===== src/rtl/mem_port_arbiter.sv =====
// Arbitrates the single unified memory port between instruction fetch and the MEM stage.
// Data accesses have priority. Fetches killed by a flush are drained, not aborted.
module mem_port_arbiter #(
    parameter int AW = 32,
    parameter int DW = 32,
    parameter int CW = 16
) (
    input  logic            clk,
    input  logic            reset,

    input  logic            i_req,
    input  logic [AW-1:0]   i_addr,
    input  logic            i_flush,
    output logic            i_done,
    output logic [DW-1:0]   i_rdata,
    output logic            if_stall,

    input  logic            d_req,
    input  logic            d_we,
    input  logic [AW-1:0]   d_addr,
    input  logic [DW-1:0]   d_wdata,
    input  logic [DW/8-1:0] d_be,
    output logic            d_done,
    output logic [DW-1:0]   d_rdata,
    output logic            d_stall,

    output logic            mem_req,
    output logic            mem_we,
    output logic [AW-1:0]   mem_addr,
    output logic [DW-1:0]   mem_wdata,
    output logic [DW/8-1:0] mem_be,
    input  logic            mem_ack,
    input  logic [DW-1:0]   mem_rdata,

    output logic [CW-1:0]   contention_cnt
);

    typedef enum logic [1:0] {
        IDLE      = 2'd0,
        I_BUSY    = 2'd1,
        D_BUSY    = 2'd2,
        I_DISCARD = 2'd3
    } state_t;

    state_t          state_q, state_d;
    logic            mem_req_q, mem_req_d;
    logic            mem_we_q, mem_we_d;
    logic [AW-1:0]   mem_addr_q, mem_addr_d;
    logic [DW-1:0]   mem_wdata_q, mem_wdata_d;
    logic [DW/8-1:0] mem_be_q, mem_be_d;
    logic [CW-1:0]   cnt_q, cnt_d;
    logic            contend;

    // A flush landing on the ack cycle still kills the fetch.
    assign i_done   = (state_q == I_BUSY) && mem_ack && !i_flush;
    assign d_done   = (state_q == D_BUSY) && mem_ack;
    assign i_rdata  = mem_rdata;
    assign d_rdata  = mem_rdata;
    assign if_stall = i_req && !i_done;
    assign d_stall  = d_req && !d_done;

    assign mem_req        = mem_req_q;
    assign mem_we         = mem_we_q;
    assign mem_addr       = mem_addr_q;
    assign mem_wdata      = mem_wdata_q;
    assign mem_be         = mem_be_q;
    assign contention_cnt = cnt_q;

    assign contend = i_req && !i_flush &&
                     ((state_q == D_BUSY) || ((state_q == IDLE) && d_req));

    always_comb begin
        state_d     = state_q;
        mem_req_d   = mem_req_q;
        mem_we_d    = mem_we_q;
        mem_addr_d  = mem_addr_q;
        mem_wdata_d = mem_wdata_q;
        mem_be_d    = mem_be_q;
        cnt_d       = (contend && (cnt_q != {CW{1'b1}})) ? cnt_q + 1'b1 : cnt_q;

        case (state_q)
            IDLE: begin
                if (d_req) begin
                    state_d     = D_BUSY;
                    mem_req_d   = 1'b1;
                    mem_we_d    = d_we;
                    mem_addr_d  = d_addr;
                    mem_wdata_d = d_wdata;
                    mem_be_d    = d_be;
                end else if (i_req && !i_flush) begin
                    state_d    = I_BUSY;
                    mem_req_d  = 1'b1;
                    mem_we_d   = 1'b0;
                    mem_addr_d = i_addr;
                    mem_be_d   = {(DW/8){1'b1}};
                end
            end
            I_BUSY: begin
                if (mem_ack) begin
                    state_d   = IDLE;
                    mem_req_d = 1'b0;
                end else if (i_flush) begin
                    state_d = I_DISCARD;
                end
            end
            D_BUSY, I_DISCARD: begin
                if (mem_ack) begin
                    state_d   = IDLE;
                    mem_req_d = 1'b0;
                end
            end
            default: begin
                state_d   = IDLE;
                mem_req_d = 1'b0;
            end
        endcase
    end

    always_ff @(posedge clk) begin
        if (reset) begin
            state_q     <= IDLE;
            mem_req_q   <= 1'b0;
            mem_we_q    <= 1'b0;
            mem_addr_q  <= '0;
            mem_wdata_q <= '0;
            mem_be_q    <= '0;
            cnt_q       <= '0;
        end else begin
            state_q     <= state_d;
            mem_req_q   <= mem_req_d;
            mem_we_q    <= mem_we_d;
            mem_addr_q  <= mem_addr_d;
            mem_wdata_q <= mem_wdata_d;
            mem_be_q    <= mem_be_d;
            cnt_q       <= cnt_d;
        end
    end

endmodule


===== config.mk =====
export PLATFORM = sky130hd
export DESIGN_NAME = mem_port_arbiter
export DESIGN_NICKNAME = d
export VERILOG_FILES = /design/src/rtl/mem_port_arbiter.sv
export SDC_FILE = /design/constraint.sdc
export NUM_CORES = 1
export LEC_CHECK = 0
export CAP_MARGIN = 20
export CORE_MARGIN = 2
export CORE_UTILIZATION = 35
export CTS_CLUSTER_SIZE = 14
export DETAILED_ROUTE_END_ITERATION = 8
export HOLD_SLACK_MARGIN = 0.1
export PLACE_DENSITY = 0.82
export SLEW_MARGIN = 30
export SYNTH_ARGS = -nofsm -noshare
export SYNTH_HDL_FRONTEND = slang
export SYNTH_SLANG_ARGS = --single-unit

===== constraint.sdc =====
create_clock -name clk -period 2.45 [get_ports clk]
set_input_delay 0.245 -clock clk [delete_from_list [all_inputs] [get_ports clk]]
set_output_delay 0.245 -clock clk [all_outputs]
set_load 0.01 [all_outputs]

==> results of run 1 <==
-- power groups by stage --
stage,combinational (mW),sequential [mW],clock [mW]
finish,0.742,1.59,1.40
global route,0.805,1.61,1.51
CTS,0.752,1.59,1.44
detailed placement,0.748,1.62,0
global placement,0.735,1.62,0
floorplan,0.361,1.67,0
-- Yosys cell counts (all sizes together) (2+ instances only) --
cell | n | area [um2]
buf | 71 | 510.5
mux2 | 4 | 45.04
nor2 | 44 | 165.2
clkbuf | 23 | 86.33
or4 | 6 | 52.55
or3b | 2 | 17.52
inv | 4 | 15.01
nor4 | 4 | 37.53
a21oi | 46 | 230.2
dfxtp | 88 | 1762
nor3b | 2 | 20.02
nand2 | 71 | 266.5
or3 | 3 | 18.77
a211oi | 32 | 240.2
or2 | 5 | 31.28
nand4 | 5 | 31.28
mux2i | 32 | 320.3
nor2b | 6 | 37.54
o31ai | 5 | 37.54
o21ai | 6 | 30.03
nand3 | 5 | 25.02
o221a | 4 | 45.04
-- sequential cells by signal (all words and copies together), names as in the netlist --
register	cells
mem_addr	32
mem_wdata	32
contention_cnt	16
mem_be	4
state_q	2
mem_req	1
mem_we	1
-- worst register-to-register path: stages (launching register included) --
cell     delay, ns
dfxtp_1       0.43
nand4_1       0.26
or4_4         0.65
nor3b_2       0.20
mux2_1        0.34
-- per-stage QoR --
stage	power [mW]	cell area, um2
finish	3.737	6065
detailed placement	2.371	5757
CTS	3.785	6065
floorplan	2.028	4141
global placement	2.353	5757
global route	3.917	6065
-- layout make-up --
cell class | count | area, um2 | area share [%]
repair buffers | 205 | 2032 | 33.51
multi-input cells | 296 | 1769 | 29.17
flip-flops and latches | 88 | 1762 | 29.05
clock buffers | 10 | 239.0 | 3.941
well taps | 143 | 178.9 | 2.950
clock inverters | 6 | 68.82 | 1.135
inverters | 4 | 15.01 | 0.2476
-- final timing paths --
kind,startpoint,end,slack [ns],cells past startpoint
min reg2reg,mem_wdata[0],mem_wdata[0],0.45,2
min,reset,contention_cnt[12],0.30,3
max,i_flush,i_done,0.27,4
max reg2reg,contention_cnt[2],contention_cnt[11],0.45,4
-- layer usage --
| layer | GRT usage (%) | vias to the layer above | part of all wire [%] |
|---|---|---|---|
| met3 | 6.642 | 24 | 9.6 |
| met2 | 31.46 | 165 | 51 |
| met1 | 19.24 | 1698 | 38 |
| li1 | - | 1847 | - |
| met4 | 7.236 | 0 | 1.8 |
| met5 | 0 | - | 0 |
-- logic make-up after synthesis --
group | synth area share (%)
AND/OR/NAND/NOR | 18.46
AO/OA/AOI/OAI | 15.11
buffers and inverters | 14.77
flip-flops | 42.54
multiplexers | 8.822
adder cells (fa/ha/maj) | 0.3021
==> flow_metrics.py, run 1 <==
metrics = {
    "route": {
        "drt_iter0_markers": 189,
        "vias": 3734,
        "viasPerCell": 4.965,
        "wirelength_um": 11320,
        "first_pass_iters": 4,
        "routedWlPerCell_um": 15.05,
        "antenna_left": 0,
        "drc": 0,
    },
    "synthesis": {
        "avgSynthCellArea_um2": 8.592,
        "ys_seq_area_share_pct": 42.54,
        "synth_flop_cell": "dfxtp_1",
        "netlist_instances": 482,
        "synth_edf_count": 0,
        "synth_area_mm2": 0.004141,
        "synth-async-reset-ratio_pct": 0,
        "yosysUniqueCellTypes": 44,
        "yosysWarningCount": 0,
        "syn-num-nets": 622,
        "ys_ff_latch": 88,
    },
    "finish": {
        "fin_util_pct": 52.89,
        "stdcell_count": 752,
        "nFillCells": 1030,
        "final_cell_mix": "194 x clkdlybuf4s50_1, 88 x dfxtp_1, 71 x nand2_1, 46 x a21oi_1, 44 x nor2_1",
        "drive_gt1_share_pct": 7.389,
        "fin_nets": 744,
        "final_common_cell": "clkdlybuf4s50_1",
        "synthToLayoutAreaGrowth_pct": 46.44,
        "diodes": 0,
    },
    "floorplanning": {
        "core-area_mm2": 0.01147,
        "fp.dieH_um": 112.8,
        "rows": 39,
        "die_area_mm2": 0.01272,
        "initial_core_util_pct": 36.12,
        "ios": 293,
        "dieWidth_um": 112.8,
    },
    "clocking": {
        "post_cts.repair.setup_buffers": 0,
        "clkTransAtPathRegs_ns": 0.06,
        "clockBufferDepth": 2,
        "ctsResizeCount": 0,
        "cts_num_sinks": 88,
        "cts_tree": "yes",
        "cts_made_buffers": 9,
        "postCtsHoldBufs": 0,
        "clock_latency_ns": 0.34,
        "cts_max_level": 3,
        "clockRootBuffer": "clkbuf_16",
    },
    "pwr": {
        "p_leak_nw": 2.240,
        "power_switching_mw": 0.9510,
        "netSwitchingFraction_pct": 25.44,
        "peakVddDrop_mv": 0.5897,
        "clkPwrFrac_pct": 37.6,
        "power.internal_mw": 2.786,
        "power.density_mw_per_mm2": 616.3,
        "comb_power_share_pct": 19.9,
        "seq_power_share_pct": 42.6,
    },
    "worst_setup_path": {
        "timing_worst_setup_path_type": "in -> out",
        "timing.critical_path.buf_inv": 3,
        "critical-path-top-delay-family": "buffers and inverters",
        "crit_chain": "clkdlybuf4s50_1, buf_4, nor4bb_1, clkdlybuf4s50_1",
        "arrival_ns": 1.93,
        "slowest_stage": "clkdlybuf4s50_1",
        "crit_path_end_kind": "output pin",
        "slowest_delay_ns": 0.63,
        "critPathRequiredTime_ns": 2.20,
        "worst-path-max-fanout": 4,
        "crit_top_cell": "clkdlybuf4s50_1",
        "start_kind": "input port",
    },
    "status": {
        "outcome": "finished clean",
    },
    "grt": {
        "grt_pass1_vias": 3736,
        "grt_pass1_wl_um": 18260,
        "antenna_found_initial": 0,
        "grtUsageTotal_pct": 17.82,
        "grt.overflow.total": 0,
        "grt_start_max_net_pins": 71,
    },
    "timing": {
        "tightest_slew_ns": 0.6424,
        "finalCriticalPeriod_ns": 2.178,
        "finalSetupViolCount": 0,
        "holdWs_ns": 0.2975,
        "finalHoldViolCount": 0,
        "finalCritPeriodShare_pct": 88.88,
        "relSlewSlack_pct": 56.84,
        "setup_ws_ns": 0.2724,
        "fin_worst_skew_ns": 0.006186,
        "rsz0062_at_grt": "no",
        "finalMaxSlewViolations": 0,
        "max_freq_mhz": 459.2,
        "fin_setup_tns_ns": 0,
    },
    "job": {
        "drv_cap": 0,
    },
    "min_path": {
        "hold_path.class": "in -> reg",
    },
    "placement": {
        "port_buffers": 196,
        "dp.cells": 736,
        "place_congestion": 0.7548,
        "preCtsSetupSlack_ns": 0.09323,
        "dp_hpwl_um": 8397,
    },
}
Note: power is estimated with default switching activity, not from simulation.
==> run 2, diff against run 1 <==
==> constraint.sdc (replaced) <==
create_clock -name clk -period 2.45 [get_ports clk]
set_input_delay 0.245 -clock clk [delete_from_list [all_inputs] [get_ports clk]]
set_output_delay 0.245 -clock clk [all_outputs]
set_load 0.005 [all_outputs]
==> flow_metrics.py, run 2 (synthesis results as in run 1) <==
metrics = {
    "grt": {
        "grt_pass1_vias": 3784,
        "antenna_found_initial": 0,
        "grtUsageTotal_pct": 17.98,
        "grt_start_max_net_pins": 71,
        "grt.overflow.total": 0,
        "grt_pass1_wl_um": 18530,
    },
    "placement": {
        "preCtsSetupSlack_ns": 0.09451,
        "place_congestion": 0.7436,
        "place_area_mm2": 0.005757,
        "dp.cells": 736,
        "dp_hpwl_um": 8706,
        "port_buffers": 196,
    },
    "timing": {
        "fin_setup_tns_ns": 0,
        "rsz0062_at_grt": "no",
        "finalCriticalPeriod_ns": 2.045,
        "finalSetupViolCount": 0,
        "max_freq_mhz": 488.9,
        "finalHoldViolCount": 0,
        "fin_worst_skew_ns": 0.005790,
        "relSlewSlack_pct": 56.16,
        "finalCritPeriodShare_pct": 83.48,
        "finalMaxSlewViolations": 0,
        "tightest_slew_ns": 0.6526,
        "setup_ws_ns": 0.4048,
    },
    "clocking": {
        "clockBufferDepth": 2,
        "clock_latency_ns": 0.33,
        "ctsResizeCount": 0,
        "cts_num_sinks": 88,
        "postCtsHoldBufs": 0,
        "clockRootBuffer": "clkbuf_16",
        "cts_tree": "yes",
        "cts_made_buffers": 9,
        "cts_max_level": 3,
        "post_cts.repair.setup_buffers": 0,
        "clkTransAtPathRegs_ns": 0.06,
    },
    "finish": {
        "stdcell_count": 752,
        "synthToLayoutAreaGrowth_pct": 46.28,
        "final_design_area_no_fill_mm2": 0.006058,
        "drive_gt1_share_pct": 6.897,
        "final_cell_mix": "194 x clkdlybuf4s50_1, 88 x dfxtp_1, 71 x nand2_1, 46 x a21oi_1, 44 x nor2_1",
        "fin_nets": 744,
        "final_common_cell": "clkdlybuf4s50_1",
        "diodes": 0,
    },
    "worst_setup_path": {
        "crit_path_end_kind": "output pin",
        "critPathRequiredTime_ns": 2.20,
        "crit_start": "i_flush",
        "r2r-start": "contention_cnt[3]",
        "cp.depth": 4,
        "worst-path-max-fanout": 4,
        "reg2reg_depth": 4,
        "crit_chain": "clkdlybuf4s50_1, buf_4, nor4bb_1, clkdlybuf4s50_1",
        "slowest_stage": "clkdlybuf4s50_1",
        "crit_top_cell": "clkdlybuf4s50_1",
        "timing_worst_setup_path_type": "in -> out",
        "r2r_end": "contention_cnt[11]",
        "critical-path-top-delay-family": "buffers and inverters",
        "arrival_ns": 1.80,
        "start_kind": "input port",
        "r2r_slack_ns": 0.46,
        "slowest_delay_ns": 0.58,
        "timing.critical_path.buf_inv": 3,
    },
    "route": {
        "viasPerCell": 4.976,
        "drc": 0,
        "wirelength_um": 11520,
        "routedWlPerCell_um": 15.31,
        "vias": 3742,
        "first_pass_iters": 4,
        "antenna_left": 0,
        "drt_iter0_markers": 213,
    },
    "min_path": {
        "hold_path.class": "in -> reg",
        "hold_depth": 3,
        "whs_endpoint": "contention_cnt[11]",
        "hp-start": "reset",
    },
    "pwr": {
        "total_power_mw": 3.677,
        "p_leak_nw": 2.246,
        "peakVddDrop_mv": 0.3441,
        "power.density_mw_per_mm2": 606.9,
    },
    "floorplanning": {
        "die_area_mm2": 0.01272,
        "ios": 293,
        "fp.dieH_um": 112.8,
        "core-area_mm2": 0.01147,
        "rows": 39,
        "dieWidth_um": 112.8,
        "initial_core_util_pct": 36.12,
    },
    "status": {
        "outcome": "finished clean",
    },
    "job": {
        "drv_cap": 0,
    },
}
==> run 2: cell types whose count changed in the layout (fill, tap and decap cells not counted) <==
cell        before  now
clkinvlp_4       4    1
clkbuf_8         1    2
clkbuf_1         0    3
clkinv_4         1    0
==> run 2: area by class of cell <==
class,instances,area (um2)
well taps,143,178.9
repair buffers,205,2032
clock inverters,2,37.54
fillers,1054,5409
inverters,4,15.01
clock buffers,14,264.0
multi-input cells,296,1769
flip-flops and latches,88,1762
==> run 2: worst max-delay path by stage <==
stage / end / slack (ns)
finish: i_done / 0.40
global route: i_done / 0.25
CTS: i_done / 0.38
detailed placement: contention_cnt[11] / 0.09
global placement: contention_cnt[15] / 0.13
floorplan: contention_cnt[11] / 0.60
==> run 2: layer usage <==
metal / vias up / GRT usage [%] / wire length (um) / share of wire, %
met5: - / 0 / 0 / 0
met4: 0 / 7.154 / 197 / 1.7
met3: 26 / 5.731 / 956 / 8.3
met2: 156 / 31.86 / 5947 / 52
met1: 1715 / 19.97 / 4414 / 38
li1: 1845 / - / - / -
==> run 2: worst min-delay path, stage by stage <==
cell     delay [ns]
buf_2          0.16
nor2b_1        0.11
mux2_1         0.12
==> run 2: per-stage QoR <==
stage | util (%) | hold slack, ns
2_1_floorplan | - | 0.3810
3_3_place_gp | 50.20 | 0.4407
3_5_place_dp | 50.20 | 0.4458
4_1_cts | 52.83 | 0.3272
5_1_grt | 52.83 | 0.3658
6_report | 52.83 | 0.3362
==> run 2: where the power goes <==
group          total (mW)  internal (mW)  switching (mW)
Clock                1.38          0.847           0.534
Combinational       0.703          0.430           0.272
Sequential           1.59           1.54          0.0571
Total                3.68           2.81           0.863
==> run 3, diff against run 2 <==
--- a/config.mk
+++ b/config.mk
@@ -7,11 +7,11 @@
 export LEC_CHECK = 0
 export CAP_MARGIN = 20
 export CORE_MARGIN = 2
-export CORE_UTILIZATION = 35
+export CORE_UTILIZATION = 32
 export CTS_CLUSTER_SIZE = 14
 export DETAILED_ROUTE_END_ITERATION = 8
 export HOLD_SLACK_MARGIN = 0.1
-export PLACE_DENSITY = 0.82
+export PLACE_DENSITY = 0.79
 export SLEW_MARGIN = 30
 export SYNTH_ARGS = -nofsm -noshare
 export SYNTH_HDL_FRONTEND = slang
==> constraint.sdc (replaced) <==
create_clock -name clk -period 1.68 [get_ports clk]
set_input_delay 0.168 -clock clk [delete_from_list [all_inputs] [get_ports clk]]
set_output_delay 0.168 -clock clk [all_outputs]
set_load 0.005 [all_outputs]
==> flow_metrics.py, run 3 (synthesis results as in run 1) <==
metrics = {
    "status": {
        "outcome": "finished with violations",
        "violations": "negative setup slack",
    },
    "grt": {
        "grtUsageTotal_pct": 16.56,
        "grt_pass1_wl_um": 18600,
        "grt_pass1_vias": 3780,
        "grt_start_max_net_pins": 64,
        "antenna_found_initial": 0,
        "grt.overflow.total": 0,
    },
    "timing": {
        "holdWs_ns": 0.2406,
        "fin_worst_skew_ns": 0.009230,
        "tightest_slew_ns": 0.4275,
        "max_freq_mhz": 547.0,
        "finalMaxSlewViolations": 0,
        "finalCritPeriodShare_pct": 108.8,
        "rsz0062_at_grt": "yes",
        "setup_ws_ns": -0.1481,
        "fin_setup_tns_ns": -0.7795,
        "finalSetupViolCount": 12,
        "relSlewSlack_pct": 71.50,
        "finalHoldViolCount": 0,
        "finalCriticalPeriod_ns": 1.828,
    },
    "route": {
        "drc": 0,
        "wl_met2_um": 6221,
        "wirelength_um": 12110,
        "wl_met1_um": 4561,
        "viasPerCell": 4.823,
        "antenna_left": 0,
        "wl_met3_um": 1050,
        "drt_iter0_markers": 214,
        "first_pass_iters": 5,
        "vias": 3945,
        "routedWlPerCell_um": 14.80,
        "highest_layer": "met4",
    },
    "finish": {
        "nFillCells": 1164,
        "synthToLayoutAreaGrowth_pct": 57.25,
        "drive_gt1_share_pct": 16.25,
        "final_design_area_no_fill_mm2": 0.006513,
        "final_common_cell": "clkdlybuf4s50_1",
        "final_cell_mix": "189 x clkdlybuf4s50_1, 80 x dfxtp_1, 71 x nand2_1, 44 x nor2_1, 42 x a21oi_1",
        "fin_nets": 781,
        "fin_util_pct": 51.61,
        "diodes": 0,
    },
    "worst_setup_path": {
        "timing_worst_setup_path_type": "reg -> reg",
        "cp-endpoint": "contention_cnt[11]",
        "reg2reg_depth": 4,
        "r2r_end": "contention_cnt[11]",
        "arrival_ns": 2.05,
        "r2r-start": "state_q[0]",
        "crit_start": "state_q[0]",
        "critPathRequiredTime_ns": 1.91,
        "start_kind": "flop",
        "r2r_slack_ns": -0.15,
        "crit_path_end_kind": "flop",
        "worst-path-max-fanout": 6,
    },
    "clocking": {
        "cts_made_buffers": 9,
        "clockBufferDepth": 2,
        "postCtsHoldBufs": 0,
        "cts_num_sinks": 88,
        "clkTransAtPathRegs_ns": 0.07,
        "clock_latency_ns": 0.34,
        "cts_max_level": 3,
        "cts_tree": "yes",
        "clockRootBuffer": "clkbuf_16",
    },
    "floorplanning": {
        "fp.dieH_um": 117.8,
        "rows": 41,
        "core-area_mm2": 0.01262,
        "initial_core_util_pct": 32.82,
        "ios": 293,
        "die_area_mm2": 0.01387,
        "dieWidth_um": 117.8,
    },
    "min_path": {
        "hold_path.class": "in -> reg",
    },
    "job": {
        "drv_cap": 0,
    },
    "placement": {
        "dp_hpwl_um": 8854,
        "place_area_mm2": 0.006015,
        "place_congestion": 0.8572,
        "port_buffers": 196,
    },
    "pwr": {
        "power.density_mw_per_mm2": 803.2,
        "peakVddDrop_mv": 0.4289,
        "total_power_mw": 5.231,
        "p_leak_nw": 2.471,
    },
}
==> run 3: worst min path at each step <==
stage	start	end	slack (ns)	cells after the start
floorplan	d_wdata[0]	mem_wdata[0]	0.30	2
global placement	mem_rdata[26]	d_rdata[26]	0.34	0
detailed placement	mem_rdata[26]	d_rdata[26]	0.34	0
CTS	reset	contention_cnt[2]	0.20	2
global route	reset	contention_cnt[10]	0.26	2
finish	reset	contention_cnt[10]	0.24	2
==> run 3: what timing repair did <==
action | 4_1_cts | 5_1_grt
buffers inserted | 1 | 8
pin swaps | 4 | 15
cloned | 1 | 0
hold endpoints to repair | 0 | 0
resized for setup | 17 | 26
endpoints found under the setup margin | 18 | 17
==> run 3: final cells by class <==
cell class	count	area [um2]	share of cell area, %
inverters	4	15.01	0.2305
clock inverters	6	45.04	0.6916
clock buffers	10	229.0	3.516
flip-flops and latches	88	1772	27.20
repair buffers	242	2337	35.89
multi-input cells	296	1899	29.16
well taps	172	215.2	3.305
==> run 3: power by group <==
part / internal (mW) / leakage [nW] / total (mW) / switching, mW
clock: 1.01 / 0.125 / 1.85 / 0.840
sequential: 2.24 / 0.728 / 2.32 / 0.0784
combinational: 0.654 / 1.62 / 1.06 / 0.410
total: 3.90 / 2.47 / 5.23 / 1.33
==> run 3: metrics by stage <==
stage,setup slack [ns],std cells
detailed placement,-0.5136,792
global route,-0.1853,818
floorplan,-0.1043,482
global placement,-0.5017,792
CTS,-0.1168,810
finish,-0.1481,818
==> run 3: metal layers <==
metal | vias up | GRT usage [%]
li1 | 1927 | -
met3 | 33 | 5.039
met2 | 184 | 29.29
met4 | 0 | 7.380
met5 | - | 0
met1 | 1801 | 18.20
==> run 3: worst max-delay path: stages, from the launching register on <==
cell and delay [ns]:
dfxtp_2 0.33, or3b_4 0.40, or4_4 0.48, nor3b_2 0.18, mux2_1 0.33
